**src/rtl/als_display_driver_if.sv**
```systemverilog
// als_display_driver_if
//   Groups the light-value input with the BCD result and display outputs of
//   als_display_driver.
//   Signals:
//     value     [7:0]  unsigned light value, held between frames (no strobe)
//     bcd       [11:0] {hundreds, tens, ones} BCD result
//     bcd_valid        one-cycle pulse when bcd updates
//     anode     [3:0]  digit enables, active low, bit 0 = rightmost digit
//     segment   [6:0]  segments {g,f,e,d,c,b,a}, active low
//   Modports:
//     master : the ALS side / consumer (drives value, observes results)
//     slave  : the display driver itself
interface als_display_driver_if;
  logic [7:0]  value;
  logic [11:0] bcd;
  logic        bcd_valid;
  logic [3:0]  anode;
  logic [6:0]  segment;

  modport master (
    output value,
    input  bcd,
    input  bcd_valid,
    input  anode,
    input  segment
  );

  modport slave (
    input  value,
    output bcd,
    output bcd_valid,
    output anode,
    output segment
  );
endinterface

```
**src/rtl/als_display_driver.sv**
```systemverilog
// als_display_driver
//   Periodically samples the held ambient-light value, converts it to three
//   BCD digits with a sequential double-dabble engine (one iteration per
//   clock) and drives a 4-digit common-anode multiplexed 7-segment display
//   with leading-zero blanking. The BCD result is also exported with a
//   one-cycle valid strobe.
//   Ports:
//     i_system_clock  system clock, rising edge
//     i_reset         synchronous active-high reset
//     bus             als_display_driver_if.slave (value in; bcd, bcd_valid,
//                     anode, segment out)
//   Parameters:
//     SAMPLE_PERIOD   clocks between value samples (>= 10)
//     REFRESH_PERIOD  clocks each digit stays lit per scan step (>= 1)
module als_display_driver #(
  parameter int unsigned SAMPLE_PERIOD  = 32'd1000000,
  parameter int unsigned REFRESH_PERIOD = 32'd100000
) (
  input  logic                 i_system_clock,
  input  logic                 i_reset,
  als_display_driver_if.slave  bus
);

  localparam int unsigned SW = (SAMPLE_PERIOD  > 32'd1) ? $clog2(SAMPLE_PERIOD)  : 32'd1;
  localparam int unsigned RW = (REFRESH_PERIOD > 32'd1) ? $clog2(REFRESH_PERIOD) : 32'd1;
  localparam logic [SW-1:0] SAMPLE_LAST = SW'(SAMPLE_PERIOD  - 32'd1);
  localparam logic [RW-1:0] SCAN_LAST   = RW'(REFRESH_PERIOD - 32'd1);
  localparam logic [6:0]    SEG_BLANK   = 7'b1111111;

  typedef enum logic [1:0] {
    ST_IDLE    = 2'd0,
    ST_CONVERT = 2'd1,
    ST_DONE    = 2'd2
  } state_t;

  // One double-dabble iteration on {hundreds, tens, ones, binary}:
  // add 3 to every BCD nibble >= 5, then shift the whole register left.
  function automatic logic [19:0] dd_step(input logic [19:0] v);
    logic [19:0] a;
    a = v;
    for (int n = 0; n < 3; n++) begin
      if (a[8 + 4*n +: 4] >= 4'd5) begin
        a[8 + 4*n +: 4] = a[8 + 4*n +: 4] + 4'd3;
      end else begin
        a[8 + 4*n +: 4] = a[8 + 4*n +: 4];
      end
    end
    return {a[18:0], 1'b0};
  endfunction

  // Active-low gfedcba pattern for one decimal digit; out-of-range is blank.
  function automatic logic [6:0] seg7(input logic [3:0] d);
    logic [6:0] s;
    case (d)
      4'd0:    s = 7'b1000000;
      4'd1:    s = 7'b1111001;
      4'd2:    s = 7'b0100100;
      4'd3:    s = 7'b0110000;
      4'd4:    s = 7'b0011001;
      4'd5:    s = 7'b0010010;
      4'd6:    s = 7'b0000010;
      4'd7:    s = 7'b1111000;
      4'd8:    s = 7'b0000000;
      4'd9:    s = 7'b0010000;
      default: s = SEG_BLANK;
    endcase
    return s;
  endfunction

  logic [SW-1:0] sample_cnt_r;
  logic [RW-1:0] scan_cnt_r;
  logic [1:0]    digit_r;
  state_t        state_r;
  logic [19:0]   shift_r;
  logic [2:0]    iter_r;
  logic [11:0]   bcd_r;
  logic          valid_r;

  logic          tick_s;
  state_t        state_nx_s;
  logic [19:0]   shift_nx_s;
  logic [2:0]    iter_nx_s;
  logic [11:0]   bcd_nx_s;
  logic          valid_nx_s;
  logic [3:0]    anode_s;
  logic [6:0]    segment_s;

  assign tick_s = (sample_cnt_r == SAMPLE_LAST);

  // Free-running sample counter; wraps at SAMPLE_PERIOD-1 regardless of FSM state.
  always_ff @(posedge i_system_clock) begin
    if (i_reset) begin
      sample_cnt_r <= {SW{1'b0}};
    end else if (tick_s) begin
      sample_cnt_r <= {SW{1'b0}};
    end else begin
      sample_cnt_r <= sample_cnt_r + SW'(1'b1);
    end
  end

  // Display scan: dwell counter and digit index advancing 0,1,2,3,0,...
  always_ff @(posedge i_system_clock) begin
    if (i_reset) begin
      scan_cnt_r <= {RW{1'b0}};
      digit_r    <= 2'd0;
    end else if (scan_cnt_r == SCAN_LAST) begin
      scan_cnt_r <= {RW{1'b0}};
      digit_r    <= digit_r + 2'd1;
    end else begin
      scan_cnt_r <= scan_cnt_r + RW'(1'b1);
      digit_r    <= digit_r;
    end
  end

  // Conversion FSM state register.
  always_ff @(posedge i_system_clock) begin
    if (i_reset) begin
      state_r <= ST_IDLE;
    end else begin
      state_r <= state_nx_s;
    end
  end

  // Conversion datapath registers; reset aborts any conversion in flight.
  always_ff @(posedge i_system_clock) begin
    if (i_reset) begin
      shift_r <= 20'h00000;
      iter_r  <= 3'd0;
      bcd_r   <= 12'h000;
      valid_r <= 1'b0;
    end else begin
      shift_r <= shift_nx_s;
      iter_r  <= iter_nx_s;
      bcd_r   <= bcd_nx_s;
      valid_r <= valid_nx_s;
    end
  end

  // Next-state and datapath logic; ticks outside IDLE are dropped, not queued.
  always_comb begin
    state_nx_s = state_r;
    shift_nx_s = shift_r;
    iter_nx_s  = iter_r;
    bcd_nx_s   = bcd_r;
    valid_nx_s = 1'b0;
    case (state_r)
      ST_IDLE: begin
        if (tick_s) begin
          state_nx_s = ST_CONVERT;
          shift_nx_s = {12'h000, bus.value};
          iter_nx_s  = 3'd0;
        end else begin
          state_nx_s = ST_IDLE;
        end
      end
      ST_CONVERT: begin
        shift_nx_s = dd_step(shift_r);
        iter_nx_s  = iter_r + 3'd1;
        if (iter_r == 3'd7) begin
          state_nx_s = ST_DONE;
        end else begin
          state_nx_s = ST_CONVERT;
        end
      end
      ST_DONE: begin
        bcd_nx_s   = shift_r[19:8];
        valid_nx_s = 1'b1;
        state_nx_s = ST_IDLE;
      end
      default: begin
        state_nx_s = ST_IDLE;
      end
    endcase
  end

  // Anode drive: all digits off except the one currently scanned.
  always_comb begin
    anode_s          = 4'b1111;
    anode_s[digit_r] = 1'b0;
  end

  // Segment select with leading-zero blanking; an interior zero (e.g. 105) stays lit.
  always_comb begin
    segment_s = SEG_BLANK;
    case (digit_r)
      2'd0: begin
        segment_s = seg7(bcd_r[3:0]);
      end
      2'd1: begin
        if ((bcd_r[11:8] == 4'd0) && (bcd_r[7:4] == 4'd0)) begin
          segment_s = SEG_BLANK;
        end else begin
          segment_s = seg7(bcd_r[7:4]);
        end
      end
      2'd2: begin
        if (bcd_r[11:8] == 4'd0) begin
          segment_s = SEG_BLANK;
        end else begin
          segment_s = seg7(bcd_r[11:8]);
        end
      end
      2'd3: begin
        segment_s = SEG_BLANK;
      end
      default: begin
        segment_s = SEG_BLANK;
      end
    endcase
  end

  assign bus.bcd       = bcd_r;
  assign bus.bcd_valid = valid_r;
  assign bus.anode     = anode_s;
  assign bus.segment   = segment_s;

endmodule

```
**src/flat_wrapper.sv**
```systemverilog
// flat-port wrapper written by rule: the top's interface ports become plain ports
module als_display_driver_flat 
#(
  parameter int unsigned SAMPLE_PERIOD  = 32'd1000000,
  parameter int unsigned REFRESH_PERIOD = 32'd100000
)
  (i_system_clock, i_reset, bus_value, bus_bcd, bus_bcd_valid, bus_anode, bus_segment);
  als_display_driver_if bus_i ();
  input  logic i_system_clock;
  input  logic i_reset;
  input wire logic [$bits(bus_i.value)-1:0] bus_value;
  output wire logic [$bits(bus_i.bcd)-1:0] bus_bcd;
  output wire logic [$bits(bus_i.bcd_valid)-1:0] bus_bcd_valid;
  output wire logic [$bits(bus_i.anode)-1:0] bus_anode;
  output wire logic [$bits(bus_i.segment)-1:0] bus_segment;
  assign bus_i.value = bus_value;
  assign bus_bcd = bus_i.bcd;
  assign bus_bcd_valid = bus_i.bcd_valid;
  assign bus_anode = bus_i.anode;
  assign bus_segment = bus_i.segment;
  als_display_driver #(.SAMPLE_PERIOD(SAMPLE_PERIOD), .REFRESH_PERIOD(REFRESH_PERIOD)) u_core (.i_system_clock(i_system_clock), .i_reset(i_reset), .bus(bus_i));
endmodule
```
**config.mk**
```make
export PLATFORM = sky130hd
export DESIGN_NAME = als_display_driver_flat
export DESIGN_NICKNAME = d
export VERILOG_FILES = /design/src/rtl/als_display_driver_if.sv /design/src/rtl/als_display_driver.sv /design/src/flat_wrapper.sv
export SDC_FILE = /design/constraint.sdc
export NUM_CORES = 1
export LEC_CHECK = 0
export ABC_AREA = 0
export CORE_UTILIZATION = 55
export CTS_BUF_LIST = sky130_fd_sc_hd__clkbuf_8
export DETAILED_ROUTE_END_ITERATION = 8
export HOLD_SLACK_MARGIN = 0.15
export PLACE_DENSITY = 0.79
export RECOVER_POWER = 50
export SYNTH_ARGS = -nofsm -noshare
export SYNTH_HDL_FRONTEND = slang
export SYNTH_SLANG_ARGS = --single-unit
```
**constraint.sdc**
```tcl
create_clock -name i_system_clock -period 4.8 [get_ports i_system_clock]
set_input_delay 0.72 -clock i_system_clock [delete_from_list [all_inputs] [get_ports i_system_clock]]
set_output_delay 0.72 -clock i_system_clock [all_outputs]
set_load 0.005 [all_outputs]
```
==> impl.org <==
** Setup path
- Worst-case register-to-register setup slack :: 1.90 ns
- Class of the most critical setup path :: reg2out
- Worst endpoint required time :: 4.08 ns
- Worst setup SP type :: flop
- The endpoint identified for the worst register-to-register timing path is u_core.shift_r[4].
- In this run the critical register-to-register path is launched from u_core.sample_cnt_r[0].
- Critical Path Fanout Max :: 8
- Sort of element at the end of the critical path :: output pin
- At the worst endpoint, the arrival time is 2.89 ns.
- Counting cells, the worst reg-to-reg path comes to 6.

** Global route
- Antenna violations before repair :: 0
- Entering global routing, the biggest net connects 34 pins.
- Global-route usage over all layers :: 0.207
- The first global-routing pass estimated 14,800 um of wire.
- For this run the aggregate overflow at the end of global routing stands at 0.
- Number of global-route vias before repair :: 3,392

** Clock network
- Post-CTS repair changed the size of 0 cells.
- The H-tree generated during clock tree synthesis spans 3 levels.
- The clock passes through at most 2 buffers.
- Counting every sink on the clock net gives 98.
- Root Buffer :: sky130_fd_sc_hd__clkbuf_8
- Clock latency at the later pin of the worst-skew pair :: 0.35 ns
- Number of buffers inserted to repair setup after CTS :: 0
- After clock tree synthesis, the clock-pin slew on the worst setup and hold paths is 0.08 ns.
- Post-cts hold buffer count :: 0
- CTS Buf Count :: 9
- TritonCTS built the clock tree.

** Yosys
- For this run, the number of Yosys warnings is 0.
- Counting every instance in the synthesized netlist gives 528.
- Cell area after synthesis :: 0.00477 sq mm
- Counting every net in the synthesized netlist gives 568.
- Counting distinct cell types in the post-synthesis netlist gives 52.
- Synthesis inferred 98 register bits.
- The average instance in the mapped netlist occupies 9.04 sq um.
- Sequential element share of the synthesized area :: 0.411

** Floorplan
- Die width :: 95.2 um
- Overall die height :: 95.2 um
- Std-Cell Rows :: 33
- Area of the die :: 0.00906 sq mm
- The core region is 0.00830 sq mm.
- Initial Util :: 0.575
- Ports placed on the boundary :: 34

** Routing
- Detail-routed via count per cell :: 5.50
- Final wirelength :: 8640 um
- Drt first-iter violations :: 136
- After detailed routing, the average wire length per cell comes to 13.1 um.
- In the routed design, unresolved DRC markers number 0.
- The count of nets left with antenna violations once routing finished came out at 0.
- First-pass iteration count of the detailed router :: 4
- Summing over every cut layer, the via total after detailed routing is 3,632.

** STA
- Dividing the final minimum period by the clock period gives 0.752.
- The number of pins exceeding their max-slew limit in the final report is 0.
- Setup violations remaining at the end of the flow were counted as 0.
- Unrepaired setup endpoints after global routing :: false
- The routed design could run at a clock period as short as 3.61 ns.
- Setup total negative slack on the finished layout was measured at 0 ns.
- At the pin with the least slew margin, the transition time is 1.43 ns.
- The final hold violation count came to 0.
- Maximum operating frequency :: 277 MHz
- Max transition margin :: 0.0471
- Clock skew on the completed layout was measured at 0.00770 ns.

** Worst hold path
- Beginning of the worst hold path :: u_core.shift_r[7]
- Counting instances, the worst hold path has a depth of 2.
- Path class of the lowest-slack min-delay path :: reg2reg
- End of the worst hold path :: u_core.shift_r[8]

** Power
- In this run the static leakage power is 2.21 nW.
- Power per cell area :: 266 mW/mm^2
- The worst-case IR drop observed on VDD is 0.162 mV.

** Layout
- Area of the multi-input gates :: 0.00248 sq mm
- Across the whole layout, storage elements account for 0.00196 sq mm.
- Leading cell types in the layout, fill and taps excluded :: sky130_fd_sc_hd__dfxtp_1 (98), sky130_fd_sc_hd__nor2_1 (67), sky130_fd_sc_hd__inv_1 (37)
- The area growth from synthesis to layout is 10.2%.
- The filler cells instantiated in the layout total 700.
- Commonest non-fill, non-tap cell in the layout :: sky130_fd_sc_hd__dfxtp_1
- 0 antenna diodes ended up in the layout.
- The final layout contains 590 nets.
- Fraction of layout cells with a size suffix above 1 :: 0.0505
- Final Cell Area :: 0.00526 sq mm

** Outcome
- Run status :: finished clean

** Placement
- In this run the cell area measured after placement is 0.00510 sq mm.
- Routability congestion estimate from global placement :: 0.835
- Detailed placer's ending HPWL :: 6160 um
- During placement, the flow inserted port buffers numbering 33.

** Flow run
- Maximum Capacitance Violations :: 0
==> Yosys cell counts, drive strengths merged <==
cell type  number  area, sq um
dfxtp          98         1960
nor2           69          283
inv            36          135
nand3          36          198
a21oi          35          175
mux2i          34          365
ha             30          375
o21ai          27          135
xor2           26          228
nand2          23         86.3
buf            15          109
xnor2          12          105
nor3           11         76.3
clkbuf          9         33.8
or2             8         50.1
a211oi          7         52.6
a32oi           7         61.3
nand2b          7         43.8
nand4           7         43.8
and4            4         35.0
and2            3         18.8
nor4            3         33.8
o31ai           3         22.5
a31oi           2         12.5
and3            2         12.5
nor4b           2         17.5
a21o            1         7.51
a22oi           1         7.51
a2bb2oi         1         8.76
and4b           1         10.0
mux2            1         15.0
nand3b          1         7.51
nor2b           1         6.26
nor3b           1         7.51
o22ai           1         6.26
o32ai           1         8.76
or3             1         6.26
or3b            1         11.3
==> where the power goes <==
group / internal [mW] / leakage [nW] / switching [mW] / total [mW]
sequential: 0.816 / 0.790 / 0.00468 / 0.821
combinational: 0.0108 / 1.31 / 0.0170 / 0.0278
clock: 0.295 / 0.118 / 0.258 / 0.553
total: 1.12 / 2.21 / 0.280 / 1.40
==> critical path, stage by stage (launching register included) <==
cell	delay, ns
sky130_fd_sc_hd__dfxtp_1	0.33
sky130_fd_sc_hd__nor4_1	1.00
sky130_fd_sc_hd__and2_1	0.36
sky130_fd_sc_hd__o21ai_0	0.10
sky130_fd_sc_hd__a32oi_1	0.22
sky130_fd_sc_hd__clkdlybuf4s50_1	0.53
==> metrics by stage <==
step | setup slack (ns) | power (mW) | hold slack (ns) | utilization | cells
floorplan | 2.61 | 0.859 | 0.430 | - | 528
global placement | 1.80 | 0.868 | 0.444 | 0.615 | 644
detailed placement | 1.65 | 0.869 | 0.458 | 0.615 | 644
CTS | 1.24 | 1.42 | 0.478 | 0.641 | 660
global route | 0.951 | 1.45 | 0.486 | 0.634 | 660
finish | 1.19 | 1.40 | 0.474 | 0.634 | 660
==> cell families after synthesis <==
kind of cell,count (synthesis),synth area share
adder cells (fa/ha/maj),30,0.0786
multiplexers,35,0.0797
AO/OA/AOI/OAI,86,0.104
flip-flops,98,0.411
buffers and inverters,60,0.0582
XOR/XNOR,38,0.0697
AND/OR/NAND/NOR,181,0.198
==> routing by layer <==
layer  share of wire  vias up  wire (um)  global-route usage
met5               0        -          0                   0
met4           0.015        0        128              0.0846
li1                -     1841          -                   -
met1            0.48     1713       4110               0.264
met2            0.48       69       4140               0.348
met3           0.031        9        270              0.0311
==> how the worst max path moves through the flow <==
| stage | slack (ns) | from | depth (start not counted) | endpoint |
|---|---|---|---|---|
| after floorplan | 2.61 | u_core.bus.bcd[11] | 4 | bus_segment[0] |
| after global placement | 1.80 | u_core.bus.bcd[11] | 5 | bus_segment[6] |
| after detailed placement | 1.65 | u_core.bus.bcd[11] | 5 | bus_segment[6] |
| after CTS | 1.24 | u_core.bus.bcd[11] | 5 | bus_segment[6] |
| after global routing | 0.95 | u_core.bus.bcd[11] | 5 | bus_segment[6] |
| final | 1.19 | u_core.bus.bcd[11] | 5 | bus_segment[1] |
==> layout make-up <==
| type | count | area share |
|---|---|---|
| Clock buffer | 13 | 0.0340 |
| Timing Repair Buffer | 35 | 0.0637 |
| Tap cell | 105 | 0.0250 |
| Inverter | 36 | 0.0257 |
| Sequential cell | 98 | 0.373 |
| Clock inverter | 3 | 0.00713 |
| Multi-Input combinational cell | 370 | 0.472 |
(Power assumes the default switching activity.)
